==> src/rtl/seq_mult_unit_pkg.sv <==
// Shared definitions for the sequential shift-add multiplier.
// Holds the controller state encoding and a constant-width helper
// used to size the iteration counter.
package seq_mult_unit_pkg;

  typedef enum logic [1:0] {
    ST_IDLE = 2'd0,
    ST_CALC = 2'd1,
    ST_SIGN = 2'd2,
    ST_DONE = 2'd3
  } state_e;

  // Ceiling log2, for elaboration-time sizing only.
  function automatic int clog2(input int n);
    int r;
    r = 0;
    while ((1 << r) < n) r++;
    return r;
  endfunction

endpackage

==> src/rtl/seq_mult_unit_datapath.sv <==
// Shift-add multiplier datapath: acc/mcand/mplier registers plus product register.
// Ports: ld loads |A|,|B| and the result sign; add_shift does one add-and-shift step;
//        sign_fix writes the (optionally negated) {acc,mplier} to product.
module seq_mult_unit_datapath
  import seq_mult_unit_pkg::*;
#(
  parameter int WIDTH = 8
) (
  input  logic               clk,
  input  logic               rst,
  input  logic               ld,
  input  logic               add_shift,
  input  logic               sign_fix,
  input  logic [WIDTH-1:0]   a,
  input  logic [WIDTH-1:0]   b,
  input  logic               sgn,
  output logic [2*WIDTH-1:0] product
);

  logic [WIDTH-1:0]   acc_q, mcand_q, mplier_q;
  logic               neg_q;
  logic [2*WIDTH-1:0] prod_q;

  logic               a_neg, b_neg;
  logic [WIDTH-1:0]   a_abs, b_abs;
  logic [WIDTH:0]     sum;
  logic [2*WIDTH-1:0] raw;

  always_comb begin
    a_neg = sgn & a[WIDTH-1];
    b_neg = sgn & b[WIDTH-1];
    // Unsigned W-bit view of the magnitude: -2^(W-1) maps to 2^(W-1) without overflow.
    a_abs = a_neg ? -a : a;
    b_abs = b_neg ? -b : b;
    // Extra MSB captures the carry that is shifted back into the accumulator.
    sum   = {1'b0, acc_q} + {1'b0, (mplier_q[0] ? mcand_q : '0)};
    raw   = {acc_q, mplier_q};
  end

  always_ff @(posedge clk) begin
    if (rst) begin
      acc_q    <= '0;
      mcand_q  <= '0;
      mplier_q <= '0;
      neg_q    <= 1'b0;
      prod_q   <= '0;
    end else begin
      if (ld) begin
        acc_q    <= '0;
        mcand_q  <= a_abs;
        mplier_q <= b_abs;
        neg_q    <= a_neg ^ b_neg;
      end else if (add_shift) begin
        acc_q    <= sum[WIDTH:1];
        mplier_q <= {sum[0], mplier_q[WIDTH-1:1]};
      end
      if (sign_fix) begin
        // A zero magnitude never gets negated.
        prod_q <= (neg_q && (raw != '0)) ? -raw : raw;
      end
    end
  end

  assign product = prod_q;

endmodule

==> src/rtl/seq_mult_unit.sv <==
// Sequential shift-add multiplier with valid/ready handshake, optional signed mode.
// Ports: in_valid/in_ready + operands in, out_valid/out_ready + product_out, busy.
// Result appears WIDTH+1 cycles after accept and is held until out_ready.
module seq_mult_unit
  import seq_mult_unit_pkg::*;
#(
  parameter int WIDTH     = 8,
  parameter bit SIGNED_EN = 1'b1
) (
  input  logic               clk,
  input  logic               rst,
  input  logic               in_valid,
  output logic               in_ready,
  input  logic [WIDTH-1:0]   multiplicand_in,
  input  logic [WIDTH-1:0]   multiplier_in,
  input  logic               is_signed,
  output logic               out_valid,
  input  logic               out_ready,
  output logic [2*WIDTH-1:0] product_out,
  output logic               busy
);

  localparam int            CW       = clog2(WIDTH);
  localparam logic [CW-1:0] CNT_LAST = CW'(WIDTH - 1);
  localparam logic [CW-1:0] CNT_ONE  = CW'(1);

  state_e        state_q, state_d;
  logic [CW-1:0] cnt_q, cnt_d;
  logic          ld, add_shift, sign_fix;
  logic          sgn;

  assign sgn = SIGNED_EN & is_signed;

  always_ff @(posedge clk) begin
    if (rst) begin
      state_q <= ST_IDLE;
      cnt_q   <= '0;
    end else begin
      state_q <= state_d;
      cnt_q   <= cnt_d;
    end
  end

  always_comb begin
    state_d   = state_q;
    cnt_d     = cnt_q;
    ld        = 1'b0;
    add_shift = 1'b0;
    sign_fix  = 1'b0;
    in_ready  = 1'b0;
    out_valid = 1'b0;
    busy      = 1'b1;
    case (state_q)
      ST_IDLE: begin
        in_ready = 1'b1;
        busy     = 1'b0;
        if (in_valid) begin
          ld      = 1'b1;
          cnt_d   = CNT_LAST;
          state_d = ST_CALC;
        end
      end
      ST_CALC: begin
        add_shift = 1'b1;
        if (cnt_q == '0) state_d = ST_SIGN;
        else             cnt_d   = cnt_q - CNT_ONE;
      end
      ST_SIGN: begin
        sign_fix = 1'b1;
        state_d  = ST_DONE;
      end
      ST_DONE: begin
        out_valid = 1'b1;
        if (out_ready) state_d = ST_IDLE;
      end
      default: state_d = ST_IDLE;
    endcase
  end

  seq_mult_unit_datapath #(.WIDTH(WIDTH)) u_dp (
    .clk       (clk),
    .rst       (rst),
    .ld        (ld),
    .add_shift (add_shift),
    .sign_fix  (sign_fix),
    .a         (multiplicand_in),
    .b         (multiplier_in),
    .sgn       (sgn),
    .product   (product_out)
  );

endmodule

==> config.mk <==
export PLATFORM = sky130hd
export DESIGN_NAME = seq_mult_unit
export DESIGN_NICKNAME = d
export VERILOG_FILES = /design/src/rtl/seq_mult_unit_pkg.sv /design/src/rtl/seq_mult_unit_datapath.sv /design/src/rtl/seq_mult_unit.sv
export SDC_FILE = /design/constraint.sdc
export NUM_CORES = 1
export LEC_CHECK = 0
export BUFFER_PORTS_ARGS = -buffer_cell sky130_fd_sc_hd__buf_2
export CORE_MARGIN = 1.5
export CORE_UTILIZATION = 50
export CTS_CLUSTER_DIAMETER = 50
export CTS_CLUSTER_SIZE = 20
export DETAILED_ROUTE_END_ITERATION = 8
export GPL_ROUTABILITY_DRIVEN = 0
export HOLD_SLACK_MARGIN = 0.02
export PLACE_DENSITY = 0.74
export SLEW_MARGIN = 20
export SYNTH_ARGS = -nofsm -noshare
export SYNTH_HDL_FRONTEND = slang
export SYNTH_SLANG_ARGS = --single-unit
==> constraint.sdc <==
create_clock -name clk -period 2.2 [get_ports clk]
set_input_delay 0.44 -clock clk [delete_from_list [all_inputs] [get_ports clk]]
set_output_delay 0.44 -clock clk [all_outputs]
set_load 0.02 [all_outputs]
==> flow_summary.toml <==
[cts]
post_cts_buffers = 0
cts.sinks = 46
cts_tree = "yes"
cts.clk_slew.worst_paths_ps = 80
cts.path.max_buffers = 2
clockRootBuffer = "clkbuf_8"
cts_buffers = 5
htreeDepth = 2
clk_latency_ps = 300

[power]
swShare_pct = 41.47
clkPwrFrac_pct = 16.3
p_leak_nw = 1.399
pwr-share-seq_pct = 32.4
power.internal_mw = 2.216
power.density_mw_per_mm2 = 1136
pwr-share-comb_pct = 51.3
p_switching_mw = 1.570
vdd_ir_drop_max_mv = 0.4407

[sta]
rsz0062_at_grt = "no"
period_share_pct = 95.04
setup_viol_count_final = 0
skew_ps = 7.243
layout_min_cycle_time_ps = 2091
timing.slew.headroom_pct = 55.42
holdWs_ps = 434.0
drv_slew = 0
hold_viol_final = 0
worstMarginPinSlew_ps = 667.7
final.setup.worst_slack_ps = 109.2
clock.fmax_ghz = 0.4783

[placed_design]
placed_cells = 456
pre_cts_slack_ps = -0.7836
io_buffers = 39
hpwl_um = 4829

[grt]
grt_first_pass_wirelength_um = 10600
overflow = 0
antenna_found_initial = 0
track_usage_pct = 21.65
grt_pass1_vias = 2361
grt_max_degree = 32

[final_layout]
finalNetCount = 430
syn_to_final_growth_pct = 19.20
fin_util_pct = 61.26
fin_cells = 464
drive_above_1_share_pct = 20.41
diodes = 0

[yosys]
synthArstFlopShare_pct = 0
synth_nets = 379
ys_types = 41
synthTopCellsByCount = "dfxtp_1 (46), nor2_1 (42), a211oi_1 (25)"
synth.cell_area_mm2 = 0.002795
synth_top_area_share_pct = 32.95
ys_seq_area_share_pct = 32.95
syn_avg_cell_area_um2 = 8.221
synth_area_leaders = "dfxtp_1 (33%), ha_1 (7.6%), a211oi_1 (6.7%)"
synth_edf_count = 0
synth_top_area_cell = "dfxtp_1"
ys_warn_count = 0
synth_flop_cell = "dfxtp_1"
netlist_instances = 340
synth_seq_cells = 46
synth_most_common_cell = "dfxtp_1"

[drt]
drt_iter0_markers = 162
antenna_left = 0
drc = 0
num_vias = 2557
wire_per_inst_um = 13.63
dr.pass1.iters = 4
via_per_inst = 5.511
finalWirelength_um = 6324

[die]
die_h_um = 77.77
die_w_um = 77.77
start_util_pct = 51.39
ios = 40
core_mm2 = 0.005439
rows = 27
die-area_mm2 = 0.006048

[setup_path]
critPathLaunchType = "flip-flop"
crit_arrival_ps = 2320
critPathRequiredTime_ps = 2430
worst-path-max-fanout = 9
cp-end-kind = "flip-flop"
critPathKind = "reg -> reg"

[hold_path]
hold_path.class = "in -> reg"

[status]
outcome = "complete, no violations"

[job]
max_cap_viol_count = 0
[layout by cell type, fill, tap and decap left out, types with 2 or more instances in the layout]
cell type | Yosys | final
o311ai_2 | 0 | 2
a311o_1 | 2 | 2
o31ai_1 | 4 | 3
nand3b_1 | 2 | 2
ha_1 | 17 | 17
nor3_1 | 9 | 9
a31oi_1 | 6 | 6
o211ai_1 | 3 | 3
a21o_1 | 3 | 3
nor2b_1 | 4 | 4
o22ai_1 | 2 | 2
or3_1 | 10 | 9
a21oi_1 | 11 | 11
nor2_1 | 42 | 42
or4_1 | 6 | 4
nand4b_1 | 2 | 2
xnor2_1 | 9 | 9
or4_4 | 0 | 2
xor2_1 | 15 | 15
a311oi_1 | 6 | 6
mux2i_1 | 10 | 10
buf_4 | 0 | 24
a211oi_2 | 2 | 3
o21ai_0 | 13 | 13
buf_2 | 2 | 39
nand2b_1 | 5 | 5
nand2_1 | 20 | 20
clkbuf_1 | 13 | 2
a211oi_1 | 25 | 24
nand3_1 | 7 | 7
inv_1 | 20 | 20
and2_1 | 8 | 8
clkbuf_8 | 0 | 5
dfxtp_1 | 46 | 45
[final timing paths]
check	depth (start not counted)	slack, ps	endpoint	startpoint
max	5	110	u_dp.product[1]$_SDFFE_PP0P_	u_dp.acc_q[1]$_SDFFE_PP0N_
min	3	430	u_dp.mcand_q[0]$_SDFFE_PP0P_	multiplicand_in[0]
max reg2reg	5	110	u_dp.product[1]$_SDFFE_PP0P_	u_dp.acc_q[1]$_SDFFE_PP0N_
min reg2reg	2	470	u_dp.mcand_q[0]$_SDFFE_PP0P_	u_dp.mcand_q[0]$_SDFFE_PP0P_
[metal layers]
layer	share of wire (%)	vias up	track usage [%]	routed length [um]
li1	-	1317	-	-
met1	47	1160	27.53	2981
met2	46	65	35.48	2908
met3	4.4	15	4.235	281
met4	2.4	0	9.273	152
met5	0	-	0	0
[metrics by stage]
stage / setup TNS, ps / power [mW] / instance area, um2
6_report: 0 / 3.786 / 3332
5_1_grt: 0 / 4.097 / 3332
4_1_cts: 0 / 3.740 / 3297
3_5_place_dp: -0.7836 / 3.110 / 3187
3_3_place_gp: 0 / 3.057 / 3187
2_1_floorplan: 0 / 2.562 / 2795
[flip-flops by register name, summed over array words and instances (netlist names)]
| name | flops |
|---|---|
| u_dp.product | 16 |
| u_dp.acc_q | 8 |
| u_dp.mcand_q | 8 |
| u_dp.mplier_q | 8 |
| cnt_q | 3 |
| state_q | 2 |
| u_dp.neg_q | 1 |
[final cells by class]
| cell class | instances | area [um2] |
|---|---|---|
| multi-input combinational | 255 | 1763 |
| inverter | 20 | 75.07 |
| timing repair buffer | 63 | 375.4 |
| sequential | 46 | 922.1 |
| clock buffer | 7 | 76.32 |
| clock inverter | 1 | 30.03 |
| fill | 470 | 2107 |
| tap | 72 | 90.09 |
[critical path: stages, from the launching register on]
cell and delay (ps):
dfxtp_1 310, or4_1 580, or4_4 640, a21oi_1 180, a31oi_1 70, a211oi_2 240
[logic make-up (layout without fill, tap and decap cells)]
group | Yosys count | after routing | synth area share [%]
DFF | 46 | 46 | 32.95
adders and majority gates | 18 | 18 | 8.326
xor gates and xnor gates | 24 | 24 | 7.520
and+or+nand+nor | 118 | 118 | 20.90
AOI/OAI and AO/OA | 85 | 85 | 21.40
muxes | 10 | 10 | 3.581
buffers and inverters | 39 | 91 | 5.327
[power by group through the flow]
stage	sequential [mW]	clock [mW]	combinational, mW
3_3_place_gp	1.23	0	1.83
2_1_floorplan	1.33	0	1.23
5_1_grt	1.26	0.665	2.17
3_5_place_dp	1.24	0	1.87
6_report	1.22	0.619	1.94
4_1_cts	1.22	0.628	1.89
[repair_timing]
action,CTS,global route
hold buffers,0,0
pin swaps,0,1
endpoints found under the setup margin,1,9
gates resized for setup,1,7
No activity file was read; power rests on OpenSTA's default activity.
